[config.mk]
export PLATFORM = sky130hd
export DESIGN_NAME = cpu_fetch_unit
export DESIGN_NICKNAME = d
export VERILOG_FILES = /design/src/rtl/cpu_fetch_unit.sv
export SDC_FILE = /design/constraint.sdc
export NUM_CORES = 1
export LEC_CHECK = 0
export CAP_MARGIN = 10
export CORE_ASPECT_RATIO = 1.2
export CORE_MARGIN = 10
export CORE_UTILIZATION = 52
export CTS_BUF_LIST = sky130_fd_sc_hd__clkbuf_8
export CTS_CLUSTER_DIAMETER = 100
export DETAILED_ROUTE_END_ITERATION = 7
export GPL_TIMING_DRIVEN = 0
export PLACE_DENSITY_LB_ADDON = 0.3
export SLEW_MARGIN = 20
export SYNTH_ARGS = -nofsm -noshare
export SYNTH_HDL_FRONTEND = slang
export SYNTH_SLANG_ARGS = --single-unit
[constraint.sdc]
create_clock -name clk -period 3.8 [get_ports clk]
set_clock_uncertainty 0.2 [all_clocks]
set_input_delay 0.38 -clock clk [delete_from_list [all_inputs] [get_ports clk]]
set_output_delay 0.38 -clock clk [all_outputs]
set_load 0.03 [all_outputs]
[src/rtl/cpu_fetch_unit.sv]
// cpu_fetch_unit: instruction fetch stage with a single-entry holding register.
// Latency: request issued the cycle after IDLE/consume; instruction presented the cycle after imem_ack.
// Backpressure: id_stall holds the instruction in HOLD; no new request is issued until it is consumed.
//
// Ports:
//   clk, rst_n            rising-edge clock, synchronous active-low reset
//   imem_req/imem_addr    read request and byte address (stable until imem_ack)
//   imem_rdata/imem_ack   returned instruction word and single-cycle completion pulse
//   id_stall              decode cannot accept the held instruction this cycle
//   jump_en/jump_addr     jump redirect (word target) applied on consumption
//   branch_en/branch_offset taken-branch redirect (byte offset) applied on consumption
//   if_instr/if_opcode/if_pc_plus2/if_valid  held instruction presented to decode
module cpu_fetch_unit #(
  parameter logic [15:0] RESET_PC = 16'h0000
) (
  input  logic        clk,
  input  logic        rst_n,
  output logic        imem_req,
  output logic [15:0] imem_addr,
  input  logic [15:0] imem_rdata,
  input  logic        imem_ack,
  input  logic        id_stall,
  input  logic        jump_en,
  input  logic [12:0] jump_addr,
  input  logic        branch_en,
  input  logic [15:0] branch_offset,
  output logic [15:0] if_instr,
  output logic [2:0]  if_opcode,
  output logic [15:0] if_pc_plus2,
  output logic        if_valid
);

  typedef enum logic [1:0] {
    S_IDLE = 2'd0,
    S_REQ  = 2'd1,
    S_HOLD = 2'd2
  } state_t;

  state_t      state_q, state_d;
  logic [15:0] pc_q, pc_d;
  logic [15:0] instr_q, instr_d;
  logic [15:0] pc_plus2_q, pc_plus2_d;

  logic fetch_done;
  logic consume;

  // Ack only counts while a request is outstanding; stall only matters while holding.
  assign fetch_done = (state_q == S_REQ) && imem_ack;
  assign consume    = (state_q == S_HOLD) && !id_stall;

  // State register
  always_ff @(posedge clk) begin
    if (!rst_n) begin
      state_q <= S_IDLE;
    end else begin
      state_q <= state_d;
    end
  end

  // Next-state logic
  always_comb begin
    state_d = state_q;
    case (state_q)
      S_IDLE:  state_d = S_REQ;
      S_REQ:   if (fetch_done) state_d = S_HOLD;
      S_HOLD:  if (consume) state_d = S_REQ;
      default: state_d = S_IDLE;
    endcase
  end

  // Output logic
  always_comb begin
    imem_req = (state_q == S_REQ);
    if_valid = (state_q == S_HOLD);
  end

  // Datapath next-state: pc advances on fetch completion, redirects on consumption.
  always_comb begin
    pc_d       = pc_q;
    instr_d    = instr_q;
    pc_plus2_d = pc_plus2_q;
    if (fetch_done) begin
      instr_d    = imem_rdata;
      pc_plus2_d = pc_q + 16'd2;   // wraps 16'hFFFE -> 16'h0000
      pc_d       = pc_q + 16'd2;
    end else if (consume) begin
      if (jump_en) begin
        // Jump target keeps the top two bits of the sequential address (region-relative).
        pc_d = {pc_plus2_q[15:14], jump_addr, 1'b0};
      end else if (branch_en) begin
        pc_d = pc_plus2_q + branch_offset;
      end
    end
  end

  always_ff @(posedge clk) begin
    if (!rst_n) begin
      pc_q       <= RESET_PC;
      instr_q    <= 16'h0000;
      pc_plus2_q <= 16'h0000;
    end else begin
      pc_q       <= pc_d;
      instr_q    <= instr_d;
      pc_plus2_q <= pc_plus2_d;
    end
  end

  assign imem_addr   = pc_q;
  assign if_instr    = instr_q;
  assign if_opcode   = instr_q[15:13];
  assign if_pc_plus2 = pc_plus2_q;

endmodule

==> flow_summary.toml <==
[sta]
tightestPinTransition_ns = 0.742
relSlewSlack = 0.505
setup_viol = 0
hold_viol_final = 0
min_period_ns = 2.69
fin_hold_ws_ns = 0.257
fmaxAchievable_mhz = 371
rsz0062_at_grt = "no"
tns_ns = 0
fin_crit_sh = 0.709
drv_slew = 0

[cts]
numCtsBuffers = 5
cts_resized = 0
tritoncts = "built"
htree_num_levels = 2
cts_buffer_depth = 2
cts_setup_buffers = 0
clk_pin_slew_ns = 0.10
cts.sinks = 50
clk_latency_ns = 0.31
clockRootBuffer = "clkbuf_8"
hold_buffers = 0

[setup_path]
required_ns = 3.80
arrival_ns = 2.69
crit_fanout = 4
crit_start = "branch_offset[0]"
critPathKind = "in -> reg"
critPathLaunchType = "input port"
reg2reg_from = "if_pc_plus2[0]$_SDFFE_PN0P_"
endpoint_kind = "register"

[floorplan]
start_util = 0.530
coreArea_um2 = 6010
fp.dieH_um = 106
boundaryPins = 104
die_area_um2 = 9680
rows = 31
die_w_um = 91.5

[synthesis]
async_flop_share = 0
synth_cell_types = 67
ys_ff_latch = 50
ys_warn_count = 0
netlist_top_cells_area = "dfxtp_1, a21oi_1, nand2_1"
syn_nets = 462
synth_area_um2 = 3190
synth_area_per_cell_um2 = 8.09
yosysMostFrequentCell = "nand2_1"
ys.flop_type = "dfxtp_1"
synthCells = 394
synth_edf_count = 0
synth_top_area_frac = 0.314
seq_area_frac_synth = 0.314
synth_common_cells = "nand2_1, a21oi_1, dfxtp_1, nor2_1, ha_1"
yosysTopAreaCell = "dfxtp_1"

[final_layout]
fillCellCount = 470
drive_above_1_share = 0.105
nNetsFinal = 572
syn_to_final_growth_pct = 39.0
final_cells = 587
antennaDiodeCount = 0
utilization = 0.737

[route]
antenna_left = 0
vias = 3471
drc = 0
firstDrtPassIters = 5
routed_wl_um = 10800
vias_per_cell = 5.91
wire_per_inst_um = 18.3
dr.first_iter.drc_count = 258

[global_route]
grt_pass1_wl_um = 16900
grt_pass1_vias = 3391
antenna_found_initial = 0
grt_max_degree = 16
grt_util_all_layers = 0.212
gr-total-overflow = 0

[placement]
gp_congestion = 0.956
dp_cells = 579
dpl.hpwl_um = 8250
io_buffers = 103

[pwr]
ir_worst_vdd_mv = 0.248
finalPower_mw = 1.41
leakage_nw = 1.69
powerDensity_nw_per_um2 = 318

[job]
drv_cap = 0

[min_path]
hp-class = "reg -> reg"
min_from = "if_instr[6]$_SDFFE_PN0P_"

[status]
status = "finished clean"
==> final cells by class <==
cell class | count | area [um^2] | area share
Tap cell | 82 | 103 | 0.0232
Inverter | 6 | 22.5 | 0.00508
Timing Repair Buffer | 103 | 1030 | 0.233
Clock buffer | 5 | 68.8 | 0.0155
Buffer | 25 | 135 | 0.0305
Multi-Input combinational cell | 313 | 2030 | 0.458
Sequential cell | 50 | 1000 | 0.226
Clock inverter | 3 | 41.3 | 0.00932
==> logic make-up (layout without fill, tap and decap cells) <==
| logic type | Yosys count | after routing | synth area share |
|---|---|---|---|
| AND/OR/NAND/NOR | 141 | 141 | 0.221 |
| AO/OA/AOI/OAI | 134 | 134 | 0.288 |
| flip-flops | 50 | 50 | 0.314 |
| buffers and inverters | 31 | 142 | 0.0494 |
| XOR/XNOR | 19 | 19 | 0.0522 |
| adder cells (fa/ha/maj) | 17 | 17 | 0.0691 |
| multiplexers | 2 | 2 | 0.00628 |
==> worst paths after layout <==
check | endpoint | slack, ns | cells past startpoint
max reg2reg | imem_addr[12]$_SDFFE_PN0P_ | 1.26 | 8
min | if_instr[6]$_SDFFE_PN0P_ | 0.26 | 2
max | imem_addr[12]$_SDFFE_PN0P_ | 1.11 | 9
min reg2reg | if_instr[6]$_SDFFE_PN0P_ | 0.26 | 2
==> registers in the layout, indices dropped and copies added, names as in the netlist <==
| register | cells |
|---|---|
| if_pc_plus2 | 16 |
| state_q | 2 |
| imem_addr | 16 |
| if_instr | 16 |
==> cells in the final DEF (no fill, tap or decap), drive strengths merged, types with 2 or more instances in the layout <==
cell type      instances
clkdlybuf4s50        103
nand2                 58
a21oi                 53
dfxtp                 50
nor2                  34
buf                   21
o21ai                 19
ha                    16
a211oi                14
xnor2                 10
nand3                 10
xor2                   9
clkbuf                 9
nor3                   8
a31oi                  7
inv                    7
and4                   6
a21o                   5
and3                   5
nand2b                 5
nand3b                 4
nand4                  4
a22oi                  4
o21a                   3
o22ai                  3
o21bai                 3
o211ai                 3
a21boi                 3
mux2i                  2
o211a                  2
or3                    2
o221ai                 2
o32ai                  2
==> layer usage <==
metal  track usage  routed length [um]  vias up
met5             0                   0        -
met3        0.0745                1080       31
met1         0.241                4230     1601
met2         0.360                5110      183
li1              -                   -     1656
met4        0.0717                 332        0
==> power by group <==
group          total, mW  switching [mW]  internal [mW]  leakage, nW
clock network      0.380           0.186          0.194       0.0556
registers          0.588          0.0339          0.554        0.408
logic              0.442           0.246          0.196         1.23
total               1.41           0.466          0.944         1.69
==> worst max-delay path, stage by stage <==
cell and delay, ns:
clkdlybuf4s50_1 0.41, ha_1 0.23, fa_1 0.44, a211oi_2 0.35
o21ai_2 0.14, a21boi_1 0.25, o21ai_0 0.21, xnor2_1 0.19
a31oi_1 0.10
==> per-stage QoR <==
step / worst slack [ns] / cell area (um^2)
2_1_floorplan: 1.41 / 3190
3_3_place_gp: 0.820 / 4320
3_5_place_dp: 0.827 / 4320
4_1_cts: 1.13 / 4430
5_1_grt: 0.965 / 4430
6_report: 1.11 / 4430
(Power assumes the default switching activity.)
